$ cat config.mk
export PLATFORM = sky130hd
export DESIGN_NAME = instr_mem_loader
export DESIGN_NICKNAME = d
export VERILOG_FILES = /design/src/rtl/instr_mem_loader.sv
export SDC_FILE = /design/constraint.sdc
export NUM_CORES = 2
export LEC_CHECK = 0
export ABC_CLOCK_PERIOD_IN_PS = 5800
export BUFFER_PORTS_ARGS = -buffer_cell sky130_fd_sc_hd__buf_4
export CORE_UTILIZATION = 45
export DETAILED_ROUTE_END_ITERATION = 12
export PLACE_DENSITY_LB_ADDON = 0.1
export SLEW_MARGIN = 10
export SYNTH_ARGS = -nofsm -noshare
export SYNTH_HDL_FRONTEND = slang
export SYNTH_SLANG_ARGS = --single-unit
$ cat constraint.sdc
create_clock -name clk -period 5.8 [get_ports clk]
set_input_delay 1.74 -clock clk [delete_from_list [all_inputs] [get_ports clk]]
set_output_delay 1.74 -clock clk [all_outputs]
set_load 0.01 [all_outputs]
$ cat src/rtl/instr_mem_loader.sv
// Instruction memory loader: streams a program into local memory while holding
// the core in reset, then serves combinational fetches. Define IMEM_FAULT_EN for fetch_fault.
module instr_mem_loader #(
  parameter int unsigned DEPTH     = 64,
  parameter logic [31:0] BASE_ADDR = 32'h0400_0000
) (
  input  logic                     clk,
  input  logic                     rst,
  input  logic                     load_valid,
  input  logic [31:0]              load_data,
  input  logic                     load_last,
  output logic                     load_ready,
  input  logic                     reload,
  output logic                     core_hold,
  input  logic [31:0]              pc,
  output logic [31:0]              instruction,
  output logic [$clog2(DEPTH):0]   word_count
`ifdef IMEM_FAULT_EN
  ,
  output logic                     fetch_fault
`endif
);

  localparam int unsigned AW = $clog2(DEPTH);
  localparam int unsigned CW = AW + 1;
  localparam logic [CW-1:0] DEPTH_C    = CW'(DEPTH);
  localparam logic [CW-1:0] LAST_IDX_C = CW'(DEPTH - 1);
  localparam logic [31:0]   NOP        = 32'h0000_0013;

  generate
    if (DEPTH < 4 || DEPTH > 1024 || (DEPTH & (DEPTH - 1)) != 0) begin : g_bad_depth
      $error("instr_mem_loader: DEPTH must be a power of two in 4..1024");
    end
  endgenerate

  typedef enum logic {LOAD = 1'b0, RUN = 1'b1} state_e;

  state_e          state_q, state_d;
  logic [CW-1:0]   cnt_q, cnt_d;
  logic            accept;
  logic            wr_en;
  logic [31:0]     idx;
  logic            fetch_ok;

  logic [31:0]     mem [DEPTH];

  assign load_ready = (state_q == LOAD) && (cnt_q < DEPTH_C);
  assign core_hold  = (state_q == LOAD);
  assign word_count = cnt_q;
  assign accept     = load_valid && load_ready;

  always_comb begin
    state_d = state_q;
    cnt_d   = cnt_q;
    wr_en   = 1'b0;
    if (reload) begin
      // reload wins over a same-cycle accept: nothing is written or counted
      state_d = LOAD;
      cnt_d   = '0;
    end else if (accept) begin
      wr_en = 1'b1;
      cnt_d = cnt_q + 1'b1;
      if (load_last || cnt_q == LAST_IDX_C) state_d = RUN;
    end
  end

  always_ff @(posedge clk or negedge rst) begin
    if (!rst) begin
      state_q <= LOAD;
      cnt_q   <= '0;
    end else begin
      state_q <= state_d;
      cnt_q   <= cnt_d;
    end
  end

  // Contents survive reset and reload; word_count alone gates visibility.
  always_ff @(posedge clk) begin
    if (wr_en) mem[cnt_q[AW-1:0]] <= load_data;
  end

  assign idx      = (pc - BASE_ADDR) >> 2;
  assign fetch_ok = (pc[1:0] == 2'b00) && (idx < {{(32-CW){1'b0}}, cnt_q});

  always_comb begin
    instruction = NOP;
    if (state_q == RUN && fetch_ok) instruction = mem[idx[AW-1:0]];
  end

`ifdef IMEM_FAULT_EN
  logic fault_q, fault_d;

  always_comb begin
    fault_d = fault_q;
    if (reload)                          fault_d = 1'b0;
    else if (state_q == RUN && !fetch_ok) fault_d = 1'b1;
  end

  always_ff @(posedge clk or negedge rst) begin
    if (!rst) fault_q <= 1'b0;
    else      fault_q <= fault_d;
  end

  assign fetch_fault = fault_q;
`endif

endmodule

# Word-level counts from Yosys, hierarchy flattened

Memory sizes are Yosys's and may differ from the RTL's.
Index checks and enable logic that the tools add are counted.

Register bits: 8
Input bits: 69
Memories kept: 1
Logic and storage cells: 28
Bits in writable memories: 2,048

Memory list:

| name | words | width | rd ports | clocked after memory_dff | wr ports | line | source |
|---|---|---|---|---|---|---|---|
| mem  | 64    | 32    | 1        | 0                        | 1        | 45   | `logic [31:0] mem [DEPTH];` |

$add $sub $neg: 2
Bitwise operators: 1
Reductions and logical operators: 9
Eq/ne operators: 1
Mux-type cells: 10
$lt $le $gt $ge: 2

Operators with widths:

| kind                                                                  | number |
|---|---|
| 32-bit 2-to-1 mux                                                     | 1 |
| 32-bit by 27-bit subtractor with 32-bit output, second input constant | 1 |
| 30-bit by 7-bit < comparator with 1-bit output                        | 1 |
| 7-bit 2-to-1 mux                                                      | 2 |
| 7-bit by 1-bit adder with 7-bit output, second input constant         | 1 |
| 7-bit by 6-bit equality test with 1-bit output, second input constant | 1 |
| 7-bit < comparator, second input constant                             | 1 |
| 1-bit 2-to-1 mux                                                      | 7 |
| 1-bit logical AND                                                     | 4 |
| 2-bit nonzero test                                                    | 2 |
| 2-bit logical NOT                                                     | 1 |
| 2-bit AND reduction                                                   | 1 |
| 1-bit logical OR                                                      | 1 |
| 1-bit NOT                                                             | 1 |

# Longest topological paths before layout

Depth in word-level cells: 7
Mapped depth: 12

# Worst setup path after synthesis

Ideal clock, no wire load.

Path type: input port to output port
From: in pc[8]
To: out instruction[18]
Stages: 7
Setup slack: 0.178 ns
Data required time: 4.060 ns
Arrival: 3.882 ns
Path through: ha_1 -> a2111o_1 -> a311oi_1 -> o211ai_1 -> clkbuf_1 -> a221o_1 -> a2111oi_0

Longest elaborated chain between the ends: 5

Ends and longest elaborated chain:

| item                                           | line | source |
|---|---|---|
| start: declaration                             | 15   | `input logic [31:0] pc,` |
| 32-bit by 27-bit subtractor with 32-bit output | 82   | `assign idx = (pc - BASE_ADDR) >> 2;` |
| 30-bit by 7-bit < comparator with 1-bit output | 83   | `assign fetch_ok = (pc[1:0] == 2'b00) && (idx < {{(32-CW){1'b0}}, cnt_q});` |
| 1-bit logical AND                              | 83   |  |
| 1-bit logical AND                              | 87   | `if (state_q == RUN && fetch_ok) instruction = mem[idx[AW-1:0]];` |
| 32-bit 2-to-1 mux                              | 87   |  |
| end: declaration                               | 16   | `output logic [31:0] instruction,` |

Every way passes these cells.

# Worst setup path after layout

From: in pc[8]
To: out instruction[10]

The elaborated chain is that of the path after synthesis.

==> run summary <==
failing checks = setup timing
area of the multi-input gates = 17300 sq um
largest net degree at the start of global routing = 65
worst hold path type = reg -> reg
HPWL after detailed placement = 128000 um
pre-CTS setup slack = -1.18 ns
ys async rst share = 0.389%
Post-synth EDFFs = 2048
antenna violations before repair = 6
Vias = 40300
Mapped Nets = 3636
Routed Antenna Nets = 0
reg-to-reg endpoint = mem[57][27]
synthesized cell area = 79400 sq um
RSZ-0062 raised after global routing = yes
DRT Pass-1 Iters = 6
drt first-iter violations = 4417
grt met2 use = 41.9%
row count = 153
final setup fails = 8
GRT Overall Usage = 25.3%
I/O Buffers = 109
Max-Cap Viols = 0
LEAKAGE = 30.1 nW
first-pass GRT wire length = 315000 um
clock sink total = 2056
I/O pin total = 110
Final Critical Period = 6.05 ns
routed vias/inst = 6.11
total die area = 178000 sq um
Fin. Hold Viols = 0
peak supply drop = 0.000302 V
Slew HR = 19.1%
Max clock buf depth = 3
FF-to-FF setup slack = 2.44 ns
fin crit share = 104%
CP cell instances = buf_8 > ha_4 > a2111o_1 > a311oi_2 > o211ai_1 > clkbuf_16 > or4_4 > a311oi_4 > buf_4
Tot Pwr = 31.3 mW
Layout fillers = 13300
Critical Setup Path Class = in -> out
crit path to = instruction[10]
Arrival @ worst endpoint = 4.31 ns
Final GP Congestion = 0.812
Die Ht = 422 um
Synth top area share = 77.5%
Power Density = 333 nW/um^2
Clock Tree Root = clkbuf_16
highest clock rate = 165 MHz
r2r startpoint = word_count[6]
clk_lat worst skew = 0.85 ns
Synth area leader = edfxtp_1
worst slew pin tran = 1.21 ns
CP Launch Type = input pin
Hold WS = 0.575 ns
Total Routed Length = 225000 um
WL/cell = 34.2 um
Worst path slowest cell = or4_4
Max Slew Vio Count = 0
top cells by count, synth = 2048 x edfxtp_1, 469 x mux4_2, 171 x mux2i_1, 113 x nor2_1, 77 x a21oi_1
die span in x = 422 um
skew final = 0.0319 ns
Mapped Avg Cell Area = 22.3 sq um
CTS tree = built
CP Data Required Time = 4.06 ns
GR Overflow Total = 0
slowest stage delay, CP = 0.53 ns
met1 Use GR = 35.3%
GR peak layer = met2
PnR worst setup slack = -0.254 ns
status = complete, but fails checks
Final Non-Filler Cells = 6591
Clock transition at path regs = 0.06 ns
core area = 175000 sq um
vias in the first global route = 41700
area grow syn2layout = 18.3%
share of cells above drive strength 1 = 33.7%
Top FF cell, synth = edfxtp_1
YS warnings = 0
CP startpoint = pc[8]
Yosys reg bits = 2056
placed cells = 6168
# DRC = 0
cell count after synthesis = 3560
GRT met3 Usage = 3.83%
register area share after synthesis = 77.7%
Sequential Area = 61700 sq um
WP buf/inv = 3
Initial Util = 45.5%
CTS HTree Levels = 4
post-synthesis cell type count = 63
Synth area leaders = edfxtp_1 77%, mux4_2 13%, mux2i_1 2.2%
Worst R2R Path Depth = 6
CTS buffer count = 207
count leader, synth = edfxtp_1
number of cells on the critical path = 9
delay-heaviest family, CP = compound AO/OA/AOI/OAI gates
CP endpoint kind = output port
Final #Nets = 4167
crit path max fanout = 5
-- report_power, final --
group	switching (mW)	internal [mW]	total, mW
clock network	5.68	7.55	13.2
logic	0.972	0.703	1.67
registers	0.0101	16.4	16.4
-- state kept, by name (all words and copies together), names as in the netlist --
| signal | cells |
|---|---|
| state_q | 1 |
| mem | 2048 |
| word_count | 7 |
-- worst register-to-register path, cell delays in order (launching register included) --
cell and delay (ns):
dfrtp_1 0.39, nor2_1 0.27, nand2_1 0.18, nor2_1 0.27
nand3_1 0.67, nor2_4 0.49, buf_4 0.64
-- per-layer routing --
metal	vias to the layer above	wire length, um
met5	-	13
met4	2	5110
met3	288	15200
met2	1654	112000
met1	22100	93000
li1	16300	-
-- how the worst min path moves through the flow --
stage                       start       to  slack [ns]  depth (start not counted)
after floorplan           state_q  state_q        0.49                          2
after global placement    state_q  state_q        0.51                          2
after detailed placement  state_q  state_q        0.54                          2
after CTS                 state_q  state_q        0.56                          2
after global routing      state_q  state_q        0.61                          2
final                     state_q  state_q        0.58                          2
-- final cells by class --
cell class	count	area share [%]
tap	2325	3.10
antenna	3	0.00800
clock buffer	253	5.70
sequential	2056	65.7
timing repair buffer	518	5.53
inverter	13	0.0546
clock inverter	128	1.41
multi-input combinational	1295	18.5
-- metrics by stage --
stage / util [%] / setup TNS (ns) / cell area [sq um]
floorplan: - / 0 / 79400
global placement: 49.1 / -12.27 / 85700
detailed placement: 49.1 / -11.01 / 85700
CTS: 53.4 / -1.20 / 93200
global route: 53.8 / -1.45 / 93900
finish: 53.8 / -0.955 / 93900
-- repair_timing --
action,4_1_cts,5_1_grt
pin swaps,12,16
setup buffers,8,26
cloned,7,5
resized for setup,103,81
setup endpoints to repair,32,27
hold buffers,0,0
-- cell usage in the layout (no fill, tap or decap), types with 8 or more instances in the layout --
cell / instances
nand2_1: 47
dfrtp_1: 8
nor2_4: 66
inv_1: 9
mux4_2: 469
buf_12: 41
a221oi_2: 14
a22oi_1: 45
a221oi_1: 31
nand2b_1: 18
o21ai_1: 20
a211oi_2: 12
a21oi_2: 9
a211oi_1: 22
nor2_1: 42
clkbuf_16: 213
buf_6: 35
nand3_1: 28
edfxtp_1: 2048
nor2b_1: 18
o22ai_1: 29
and2_1: 9
clkinv_1: 51
clkinv_2: 37
nor3_1: 13
mux2i_1: 170
bufinv_16: 22
buf_8: 11
mux2_2: 10
buf_4: 403
clkbuf_1: 46
buf_16: 16
a21oi_1: 68
o21ai_0: 13
a221o_1: 25
-- cells by family after synthesis --
| group | share of synthesized area [%] |
|---|---|
| XOR/XNOR | 0.0552 |
| flip-flops | 77.7 |
| multiplexers | 15.6 |
| AO/OA/AOI/OAI | 3.05 |
| adder cells (fa/ha/maj) | 0.110 |
| AND/OR/NAND/NOR | 1.73 |
| buffers and inverters | 1.70 |
No activity file was read; power rests on OpenSTA's default activity.
